### config.mk
export PLATFORM = sky130hd
export DESIGN_NAME = btn_conditioner
export DESIGN_NICKNAME = d
export VERILOG_FILES = /design/src/rtl/btn_pkg.sv /design/src/rtl/btn_debounce.sv /design/src/rtl/btn_conditioner.sv
export SDC_FILE = /design/constraint.sdc
export NUM_CORES = 1
export LEC_CHECK = 0
export ABC_CLOCK_PERIOD_IN_PS = 1400
export CORE_ASPECT_RATIO = 2
export CORE_MARGIN = 2
export CORE_UTILIZATION = 44
export DETAILED_ROUTE_END_ITERATION = 10
export PLACE_DENSITY_LB_ADDON = 0.05
export SYNTH_ARGS = -nofsm -noshare
export SYNTH_HDL_FRONTEND = slang
export SYNTH_SLANG_ARGS = --single-unit
export TNS_END_PERCENT = 100
### constraint.sdc
create_clock -name clk -period 1.4 [get_ports clk]
set_clock_uncertainty 0.2 [all_clocks]
set_input_delay 0.21 -clock clk [delete_from_list [all_inputs] [get_ports clk]]
set_output_delay 0.21 -clock clk [all_outputs]
set_load 0.005 [all_outputs]
### src/rtl/btn_pkg.sv
// btn_pkg: shared defaults, button indices and counter-width helper for btn_conditioner
package btn_pkg;
  localparam int SYNC_STAGES_DEF = 2;
  localparam int DEBOUNCE_CYCLES_DEF = 16;
  localparam int REPEAT_CYCLES_DEF = 64;
  typedef enum logic [1:0] {BTN_L = 2'd0, BTN_C = 2'd1, BTN_R = 2'd2, BTN_D = 2'd3} btn_idx_e;
  function automatic int cnt_width(input int n);
    return (n > 1) ? $clog2(n) : 1;
  endfunction
endpackage

### src/rtl/btn_debounce.sv
// btn_debounce: one button's synchronizer, debounce counter and stable level, with a rise strobe
module btn_debounce
  import btn_pkg::*;
#(
  parameter int SYNC_STAGES = SYNC_STAGES_DEF,
  parameter int DEBOUNCE_CYCLES = DEBOUNCE_CYCLES_DEF
) (
  input  logic clk,
  input  logic rst,
  input  logic raw,
  output logic stable,
  output logic rise
);
  localparam int CW = cnt_width(DEBOUNCE_CYCLES);
  localparam logic [CW-1:0] CMAX = CW'(DEBOUNCE_CYCLES - 1);
  logic [SYNC_STAGES-1:0] sync_q;
  logic [CW-1:0] cnt;
  logic sync, flip;
  assign sync = sync_q[SYNC_STAGES-1];
  assign flip = (sync != stable) && (cnt == CMAX);
  always_ff @(posedge clk) begin
    if (rst) begin
      sync_q <= '0;
      cnt <= '0;
      stable <= 1'b0;
      rise <= 1'b0;
    end else begin
      sync_q <= {sync_q[SYNC_STAGES-2:0], raw};
      cnt <= (sync == stable || flip) ? '0 : cnt + 1'b1;
      stable <= flip ? sync : stable;
      rise <= flip && sync;
    end
  end
endmodule

### src/rtl/btn_conditioner.sv
// btn_conditioner: syncs/debounces buttons, strobes enter on btnd press, syncs switches
// Define BTN_AUTOREPEAT_EN to re-strobe btnd every REPEAT_CYCLES while it is held.
module btn_conditioner
  import btn_pkg::*;
#(
  parameter int SYNC_STAGES = SYNC_STAGES_DEF,
  parameter int DEBOUNCE_CYCLES = DEBOUNCE_CYCLES_DEF,
  parameter int REPEAT_CYCLES = REPEAT_CYCLES_DEF
) (
  input  logic        clk,
  input  logic        btnu,
  input  logic        btnl_raw,
  input  logic        btnc_raw,
  input  logic        btnr_raw,
  input  logic        btnd_raw,
  input  logic [15:0] sw_raw,
  output logic        btnl,
  output logic        btnc,
  output logic        btnr,
  output logic        btnd,
  output logic [15:0] sw
);
  logic [3:0] raw, stable, rise;
  logic [15:0] sw_q [SYNC_STAGES];
  assign raw = {btnd_raw, btnr_raw, btnc_raw, btnl_raw};
  for (genvar i = 0; i < 4; i++) begin : g_btn
    btn_debounce #(.SYNC_STAGES(SYNC_STAGES), .DEBOUNCE_CYCLES(DEBOUNCE_CYCLES)) u_db (
      .clk(clk), .rst(btnu), .raw(raw[i]), .stable(stable[i]), .rise(rise[i])
    );
  end
  always_ff @(posedge clk) begin
    if (btnu) begin
      for (int k = 0; k < SYNC_STAGES; k++) sw_q[k] <= '0;
    end else begin
      sw_q[0] <= sw_raw;
      for (int k = 1; k < SYNC_STAGES; k++) sw_q[k] <= sw_q[k-1];
    end
  end
  assign sw = sw_q[SYNC_STAGES-1];
  assign btnl = stable[BTN_L];
  assign btnc = stable[BTN_C];
  assign btnr = stable[BTN_R];
`ifdef BTN_AUTOREPEAT_EN
  localparam int RW = cnt_width(REPEAT_CYCLES);
  localparam logic [RW-1:0] RMAX = RW'(REPEAT_CYCLES - 1);
  logic [RW-1:0] rcnt;
  logic rep;
  // counter starts from zero on the press edge since it is held clear while released
  always_ff @(posedge clk) begin
    if (btnu) begin
      rcnt <= '0;
      rep <= 1'b0;
    end else begin
      rcnt <= (!stable[BTN_D] || rcnt == RMAX) ? '0 : rcnt + 1'b1;
      rep <= stable[BTN_D] && rcnt == RMAX;
    end
  end
  assign btnd = rise[BTN_D] | rep;
  logic unused_ok;
  assign unused_ok = &{1'b0, rise[2:0]};
`else
  assign btnd = rise[BTN_D];
  logic unused_ok;
  assign unused_ok = &{1'b0, rise[2:0], stable[BTN_D]};
`endif
endmodule

==> reports/metrics.csv, run 1 <==
metric,value,unit
num_antenna_cells,0,
routed_wl,3300,um
combPwrFrac,4.6,%
drc,0,
fp-row-count,34,
coreArea,0.00438,mm^2
antenna_found_initial,0,
slew_viol_final,0,
numCtsBuffers,9,
r2r-start,g_btn[1].u_db.cnt[1],
hold-path-cell-count,1,
violations,negative setup slack,
period_share,100,%
fin_nets,251,
syn-cell-area,0.00201,mm^2
path_class,primary input to register,
grtUsageMet1,13.8,%
maxCapViolCount,0,
post_drt_wl_per_cell,11.6,um
p_leak,0.00117,uW
clk_root_buffer_cell,clkbuf_8,
hold_end,g_btn[1].u_db.sync_q[1],
r2r_end,g_btn[1].u_db.cnt[3],
grt_first_pass_wirelength,5290,um
seqPwrFrac,49.0,%
finalPower,3690,uW
synth_seq_cells,61,
rr_worst_depth,4,
io_pins,42,
syn-instance-count,179,
filler_cell_count,380,
synth_area_leaders,"dfxtp_1 61%, nor2b_1 12%, buf_4 6.0%, nor2_1 3.5%, xnor2_1 2.6%",
switchingPower,691,uW
first_global_vias,1233,
worstSetupEndpointType,register,
use_met2,23.6,%
grt-busiest-layer,met2,
status,"complete, but fails checks",
synth_nets,205,
setup_violations,2,
ant_nets,0,
cts_tree,yes,
cts.htree.levels,3,
ys_warn_count,0,
holdWs,232,ps
drive_above_1_share,24.3,%
synthDistinctLibCells,17,
vias,1233,
max_freq,712,MHz
yosys.area.top_type_share,60.7,%
numPortBuffers,41,
cp-start-kind,primary input,
crit_required,1470,ps
arrival,1470,ps
start_util,45.9,%
hold_violations,0,
worstMarginPinSlew,263,ps
fin_ws,-4.80,ps
critPathMaxFanout,7,
sw_frac_of_total,18.7,%
power_per_cell_area,1350,mW/mm^2
min_from,g_btn[1].u_db.sync_q[0],
hp-class,register to register,
ys_seq_area_share,60.7,%
grt_util_all_layers,14.4,%
grt_max_degree,20,
ir_drop,949,uV
first_pass_iters,2,
path_clk_slew,60,ps
drt_iter0_markers,15,
cts_sinks,61,
grt_overflow,0,
dieArea,0.00517,mm^2
gp_congestion,0.638,
avgSynthCellArea,11.2,um^2
cts_max_path_buffers,2,
rsz0062_at_grt,yes,
dpl.hpwl,2230,um
synthToLayoutAreaGrowth,35.9,%
met3_usage,7.21,%
clock_latency,330,ps
maxSlewHeadroom,82.4,%
viasPerCell,4.34,
yosysTopAreaCell,dfxtp_1,
intPower,3000,uW
period_needed,1400,ps
rrSetupSlack,-5,ps
die_w,51.8,um
clockPowerShare,46.3,%
die_y,99.7,um
layer usage:
layer  vias up  share of wire, %  wire (um)
met3         2               5.7        189
met1       564                37       1220
li1        631                 -          -
met2        36                57       1870
met4         0              0.73         24
met5         -                 0          0
power by group through the flow:
stage               registers [uW]  clock network (uW)  logic [uW]
floorplan                     1840                   0        92.9
global placement              1850                   0         174
detailed placement            1850                   0         179
CTS                           1810                1770         171
global route                  1810                1850         190
finish                        1810                1710         172
synthesized netlist by cell type (all sizes together):
library cell / count
dfxtp: 61
nor2b: 40
buf: 19
nor2: 19
xnor2: 6
xor2: 6
nand3: 5
ha: 4
inv: 4
mux2i: 4
and3: 3
or3: 3
clkbuf: 2
and3b: 1
nand3b: 1
nor4b: 1
stage by stage:
| stage | util, % | setup WS, ps | area [um^2] | instances | setup TNS, ps |
|---|---|---|---|---|---|
| CTS | 60.5 | -5.48 | 2650 | 280 | -10.7 |
| floorplan | - | 10.5 | 2020 | 179 | 0 |
| detailed placement | 54.8 | -76.9 | 2400 | 260 | -361 |
| global placement | 54.8 | 14.1 | 2400 | 260 | 0 |
| global route | 62.5 | -31.2 | 2740 | 284 | -148 |
| finish | 62.5 | -4.80 | 2740 | 284 | -5.25 |
state kept, by name, indices dropped and copies added, names as in the netlist:
name	count
g_btn.u_db.cnt	16
g_btn.u_db.rise	1
g_btn.u_db.stable	4
g_btn.u_db.sync_q	8
sw_q	32
layout by cell type (no fill, tap or decap):
master and count:
dfxtp_1 52, nor2b_1 40, clkdlybuf4s50_1 20, dlygate4sd2_1 20
buf_4 13, nor2_1 11, clkbuf_8 11, dfxtp_2 9
xnor2_1 6, xor2_1 6, nand3_1 5, nor2_2 5
mux2i_1 4, inv_1 4, and3_4 3, or3_4 3
nor2_4 3, ha_4 2, bufinv_16 2, clkinv_2 2
nor4b_1 1, nand3b_1 1, and3b_1 1, ha_2 1
ha_1 1, clkbuf_1 1, dlygate4sd3_1 1, buf_2 1
buf_6 1
final cells by class:
| type | count | area [um^2] | share of cell area [%] |
|---|---|---|---|
| Sequential cell | 61 | 1230 | 45.0 |
| Multi-Input combinational cell | 93 | 697 | 25.5 |
| Timing Repair Buffer | 56 | 499 | 18.2 |
| Clock buffer | 12 | 155 | 5.67 |
| Clock inverter | 4 | 70.1 | 2.56 |
| Tap cell | 54 | 67.6 | 2.47 |
| Inverter | 4 | 15.0 | 0.549 |
what timing repair did:
item | in CTS | in global routing
resized for setup | 28 | 16
pin swaps | 8 | 4
setup endpoints to repair | 32 | 15
gates cloned | 0 | 0
hold buffers | 1 | 0
setup buffers | 3 | 4
hold endpoints to repair | 1 | 0
cells by family (layout without fill, tap and decap cells):
group	count (synthesis)	in the layout	synth area share [%]
xor+xnor	12	12	5.22
fa+ha+maj	4	4	2.49
buf+inv	25	76	7.83
flops	61	61	60.7
mux	4	4	1.99
simple gates	73	73	21.8
critical path, stage by stage:
cell,delay [ps]
dlygate4sd3_1,530
buf_2,180
or3_4,440
nor2_2,110
how the worst max path moves through the flow:
stage                               from  slack, ps  depth (start not counted)              endpoint
floorplan           g_btn[2].u_db.cnt[0]         10                          4  g_btn[2].u_db.cnt[2]
global placement    g_btn[0].u_db.cnt[0]         10                          4  g_btn[0].u_db.cnt[3]
detailed placement  g_btn[2].u_db.cnt[0]        -80                          4  g_btn[2].u_db.cnt[3]
CTS                 g_btn[0].u_db.cnt[0]         -5                          4  g_btn[0].u_db.cnt[3]
global route        g_btn[1].u_db.cnt[0]        -30                          4  g_btn[1].u_db.cnt[3]
finish                              btnu         -5                          4  g_btn[1].u_db.cnt[3]
(Power assumes the default switching activity.)
==> run 2, diff against run 1 <==
Settings changed: CORE_UTILIZATION 44 to 45, HOLD_SLACK_MARGIN from default to 0.05, SYNTH_HIERARCHICAL from default to 1.
==> reports/metrics.csv, run 2 <==
metric,value,unit,change
cts.htree.levels,3,,unchanged
p_leak,0.00123,uW,+5.6%
dieArea,0.00508,mm^2,-1.6%
worstMarginPinSlew,235,ps,-28.1 ps
ctsHoldBuffers,0,,-1
placed_cells_incl_taps,259,,-0.38%
maxCapViolCount,0,,unchanged
period_needed,1330,ps,-74.8 ps
path_class,register to primary output,,
power_per_cell_area,1490,mW/mm^2,+10%
first_global_vias,1306,,+5.9%
arrival,920,ps,-550 ps
hold_end,sw_q[0][6],,
slowest_stage,dfxtp_2,,
cp_num_buf_inv,1,,-1
ir_drop,860,uV,-9.3%
numPortBuffers,41,,unchanged
r2r_end,g_btn[2].u_db/cnt[2],,
coreArea,0.00434,mm^2,-0.97%
min_from,sw_raw[6],,
maxSlewHeadroom,84.1,%,+1.7 points
clock_latency,330,ps,about the same
synth_nets,203,,-0.98%
die_w,51.4,um,-0.81%
die_y,98.8,um,-0.84%
final_area,0.00268,mm^2,-2.2%
crit_family,flip-flops,,
utilization,61.7,%,-0.77 points
postPlaceCellArea,0.00243,mm^2,+1.1%
gp_congestion,0.663,,+4.0%
grt_overflow,0,,unchanged
grt_max_degree,22,,+10%
ys_warn_count,6,,+6
numCtsBuffers,9,,unchanged
cp_slowest_stage_delay,330,ps,-200 ps
cts_max_path_buffers,2,,unchanged
hold-path-cell-count,2,,+1
first_pass_iters,4,,+2
worstPathCellList,dlygate4sd2_1,,
avgSynthCellArea,11.4,um^2,+1.6%
finalPower,3990,uW,+8.1%
ant_nets,0,,unchanged
routed_wl,3110,um,-5.8%
grt_first_pass_wirelength,5350,um,+1.2%
vias,1229,,-0.32%
finalSetupTns,0,ps,+5.25 ps
syn-instance-count,177,,-1.1%
synthToLayoutAreaGrowth,32.3,%,
drt_iter0_markers,14,,-1
max_freq,752,MHz,+5.6%
start_util,46.6,%,+0.68 points
layout_common_cells,"58 x dfxtp_1, 40 x nor2b_1, 21 x clkdlybuf4s50_1",,
worstSetupEndpointType,primary output,,
reg.largest.list,"sw_q (32), g_btn.u_db/cnt (16), g_btn.u_db/sync_q (8)",,
dpl.hpwl,2290,um,+2.4%
antenna_found_initial,0,,unchanged
status,"complete, no violations",,
path_clk_slew,70,ps,about the same
rr_worst_depth,3,,-1
cts_sinks,61,,unchanged
stdcell_count,276,,-2.8%
period_share,95.0,%,-5.3 points
final_common_cell,dfxtp_1,,
crit_cells,1,,-3
grt_util_all_layers,14.6,%,+0.13 points
cts_tree,yes,,
fp-row-count,34,,unchanged
cp-start-kind,register,,
post_drt_wl_per_cell,11.3,um,-3.1%
largest_reg_flops,32,,unchanged
setup_violations,0,,-2
syn-cell-area,0.00202,mm^2,+0.50%
drc,0,,unchanged
num_antenna_cells,0,,unchanged
setup.worst_path.start,g_btn[1].u_db/stable,,
r2r-start,g_btn[2].u_db/cnt[0],,
fin_nets,243,,-3.2%
clk_root_buffer_cell,clkbuf_8,,
rsz0062_at_grt,no,,
largest_register,sw_q,,
crit_required,990,ps,-480 ps
drive_above_1_share,15.3,%,-9.0 points
hp-class,primary input to register,,
io_pins,42,,unchanged
rrSetupSlack,140,ps,+140 ps
slew_viol_final,0,,unchanged
critPathMaxFanout,3,,-4
hold_violations,0,,unchanged
viasPerCell,4.45,,+2.6%
==> run 2: final cells by class <==
type,count,area (um^2)
fill,386,1660
clock inverter,7,138
tap,54,67.6
clock buffer,9,124
timing repair buffer,48,463
inverter,4,15.0
sequential,61,1220
multi-input combinational,93,644
==> run 2: through the flow <==
step	worst slack, ps	hold WS, ps
finish	70.0	227
global route	33.8	220
CTS	61.5	221
detailed placement	-54.1	224
global placement	-37.8	216
floorplan	216	81.6
==> run 2: power breakdown <==
group          leakage (uW)  internal [uW]  total [uW]  switching [uW]
Sequential         0.000502           1790        1810            15.9
Clock              0.000129           1360        2000             649
Combinational      0.000601            120         176            55.7
Total               0.00123           3270        3990             721
==> run 2: routing by layer <==
metal / track usage, % / part of all wire [%] / wire length, um / vias up
li1: - / - / - / 622
met5: 0 / 0 / 0 / -
met2: 25.2 / 55 / 1710 / 32
met4: 9.11 / 3.1 / 95 / 0
met3: 6.67 / 6.5 / 202 / 7
met1: 12.9 / 36 / 1110 / 568
==> run 2: worst max path at each step <==
| stage | end | slack (ps) |
|---|---|---|
| after floorplan | g_btn[0].u_db/cnt[2] | 220 |
| after global placement | g_btn[3].u_db/cnt[3] | -40 |
| after detailed placement | g_btn[3].u_db/cnt[2] | -50 |
| after CTS | btnc | 60 |
| after global routing | btnc | 30 |
| final | btnc | 70 |
==> run 2: repair_timing <==
item,CTS,global route
setup endpoints to repair,20,0
gates resized for setup,23,0
setup buffers,1,0
==> run 3, diff against run 2 <==
Settings changed: TNS_END_PERCENT 100 to 5.
==> reports/metrics.csv, run 3 (synthesis gave the netlist of run 2 again) <==
metric,value,unit,change
cts_setup_buffers,0,,-1
dpl.hpwl,2290,um,unchanged
numPortBuffers,41,,unchanged
vias,1222,,-0.57%
maxCapViolCount,0,,unchanged
dieArea,0.00508,mm^2,unchanged
cp_num_buf_inv,1,,unchanged
ir_drop,860,uV,about the same
clock_latency,330,ps,about the same
cp-start-kind,register,,
viasPerCell,4.44,,-0.21%
layout_common_cells,"58 x dfxtp_1, 40 x nor2b_1, 21 x clkdlybuf4s50_1",,
post_drt_wl_per_cell,11.3,um,about the same
final_common_cell,dfxtp_1,,
antenna_found_initial,0,,unchanged
die_w,51.4,um,unchanged
worstMarginPinSlew,235,ps,+0.00143 ps
coreArea,0.00434,mm^2,unchanged
routed_wl,3100,um,-0.32%
slew_viol_final,0,,unchanged
period_share,95.0,%,about the same
die_y,98.8,um,unchanged
num_antenna_cells,0,,unchanged
grt_first_pass_wirelength,5330,um,-0.52%
largest_reg_flops,32,,unchanged
ctsHoldBuffers,0,,unchanged
cts_max_path_buffers,2,,unchanged
cts_tree,yes,,
grt_overflow,0,,unchanged
arrival,920,ps,about the same
crit_required,990,ps,about the same
maxSlewHeadroom,84.1,%,about the same
first_global_vias,1299,,-0.54%
crit_cells,1,,unchanged
worstPathCellList,dlygate4sd2_1,,
path_class,register to primary output,,
synthToLayoutAreaGrowth,31.9,%,
numCtsBuffers,9,,unchanged
rr_worst_depth,3,,unchanged
cts.htree.levels,3,,unchanged
period_needed,1330,ps,-0.245 ps
rsz0062_at_grt,no,,
gp_congestion,0.663,,unchanged
reg.largest.list,"sw_q (32), g_btn.u_db/cnt (16), g_btn.u_db/sync_q (8)",,
largest_register,sw_q,,
crit_family,flip-flops,,
utilization,61.5,%,-0.17 points
first_pass_iters,4,,unchanged
setup_violations,0,,unchanged
drive_above_1_share,14.9,%,-0.38 points
drt_iter0_markers,13,,-1
power_per_cell_area,1490,mW/mm^2,+0.26%
cts_resized,23,,unchanged
io_pins,42,,unchanged
stdcell_count,275,,-0.36%
p_leak,0.00123,uW,-0.44%
finalPower,3990,uW,about the same
start_util,46.6,%,unchanged
cts_sinks,61,,unchanged
critPathMaxFanout,3,,unchanged
cp_slowest_stage_delay,330,ps,about the same
placed_cells_incl_taps,259,,unchanged
ant_nets,0,,unchanged
drc,0,,unchanged
hp-class,primary input to register,,
worstSetupEndpointType,primary output,,
hold_violations,0,,unchanged
fin_nets,242,,-0.41%
slowest_stage,dfxtp_2,,
path_clk_slew,70,ps,about the same
hold-path-cell-count,2,,unchanged
grt_max_degree,22,,unchanged
grt_util_all_layers,14.5,%,-0.061 points
clk_root_buffer_cell,clkbuf_8,,
status,"complete, no violations",,
holdWs,228,ps,+0.245 ps
fp-row-count,34,,unchanged
max_freq,752,MHz,about the same
## run 3: layer usage
metal / share of wire, % / track usage (%)
met1: 36 / 12.8
met4: 3.1 / 9.11
met3: 6.5 / 6.67
met5: 0 / 0
met2: 55 / 25.1
## run 3: worst paths after layout
kind                                         startpoint                      end  slack, ps
worst max-delay path               g_btn[1].u_db/stable                     btnc         70
worst min-delay path                          sw_raw[6]               sw_q[0][6]        230
worst max register to register     g_btn[2].u_db/cnt[0]     g_btn[2].u_db/cnt[2]        140
worst min register to register  g_btn[2].u_db/sync_q[0]  g_btn[2].u_db/sync_q[1]        240
## run 3: per-stage QoR
stage | worst slack (ps) | setup TNS, ps | instance area (um^2)
2_1_floorplan | 216 | 0 | 2020
6_report | 70.3 | 0 | 2670
5_1_grt | 33.8 | 0 | 2670
3_3_place_gp | -37.8 | -636 | 2430
4_1_cts | 61.5 | 0 | 2670
3_5_place_dp | -54.1 | -1160 | 2430
## run 3: area by class of cell
cell class	count	area [um^2]
repair buffers	47	455
fillers	386	1670
well taps	54	67.6
multi-input cells	93	644
flip-flops and latches	61	1220
inverters	4	15.0
clock inverters	7	138
clock buffers	9	124
## run 3: power breakdown
group | leakage [uW] | switching, uW | internal (uW) | total, uW
registers | 0.000502 | 15.9 | 1790 | 1810
logic | 0.000596 | 55.7 | 120 | 176
clock network | 0.000129 | 649 | 1360 | 2000
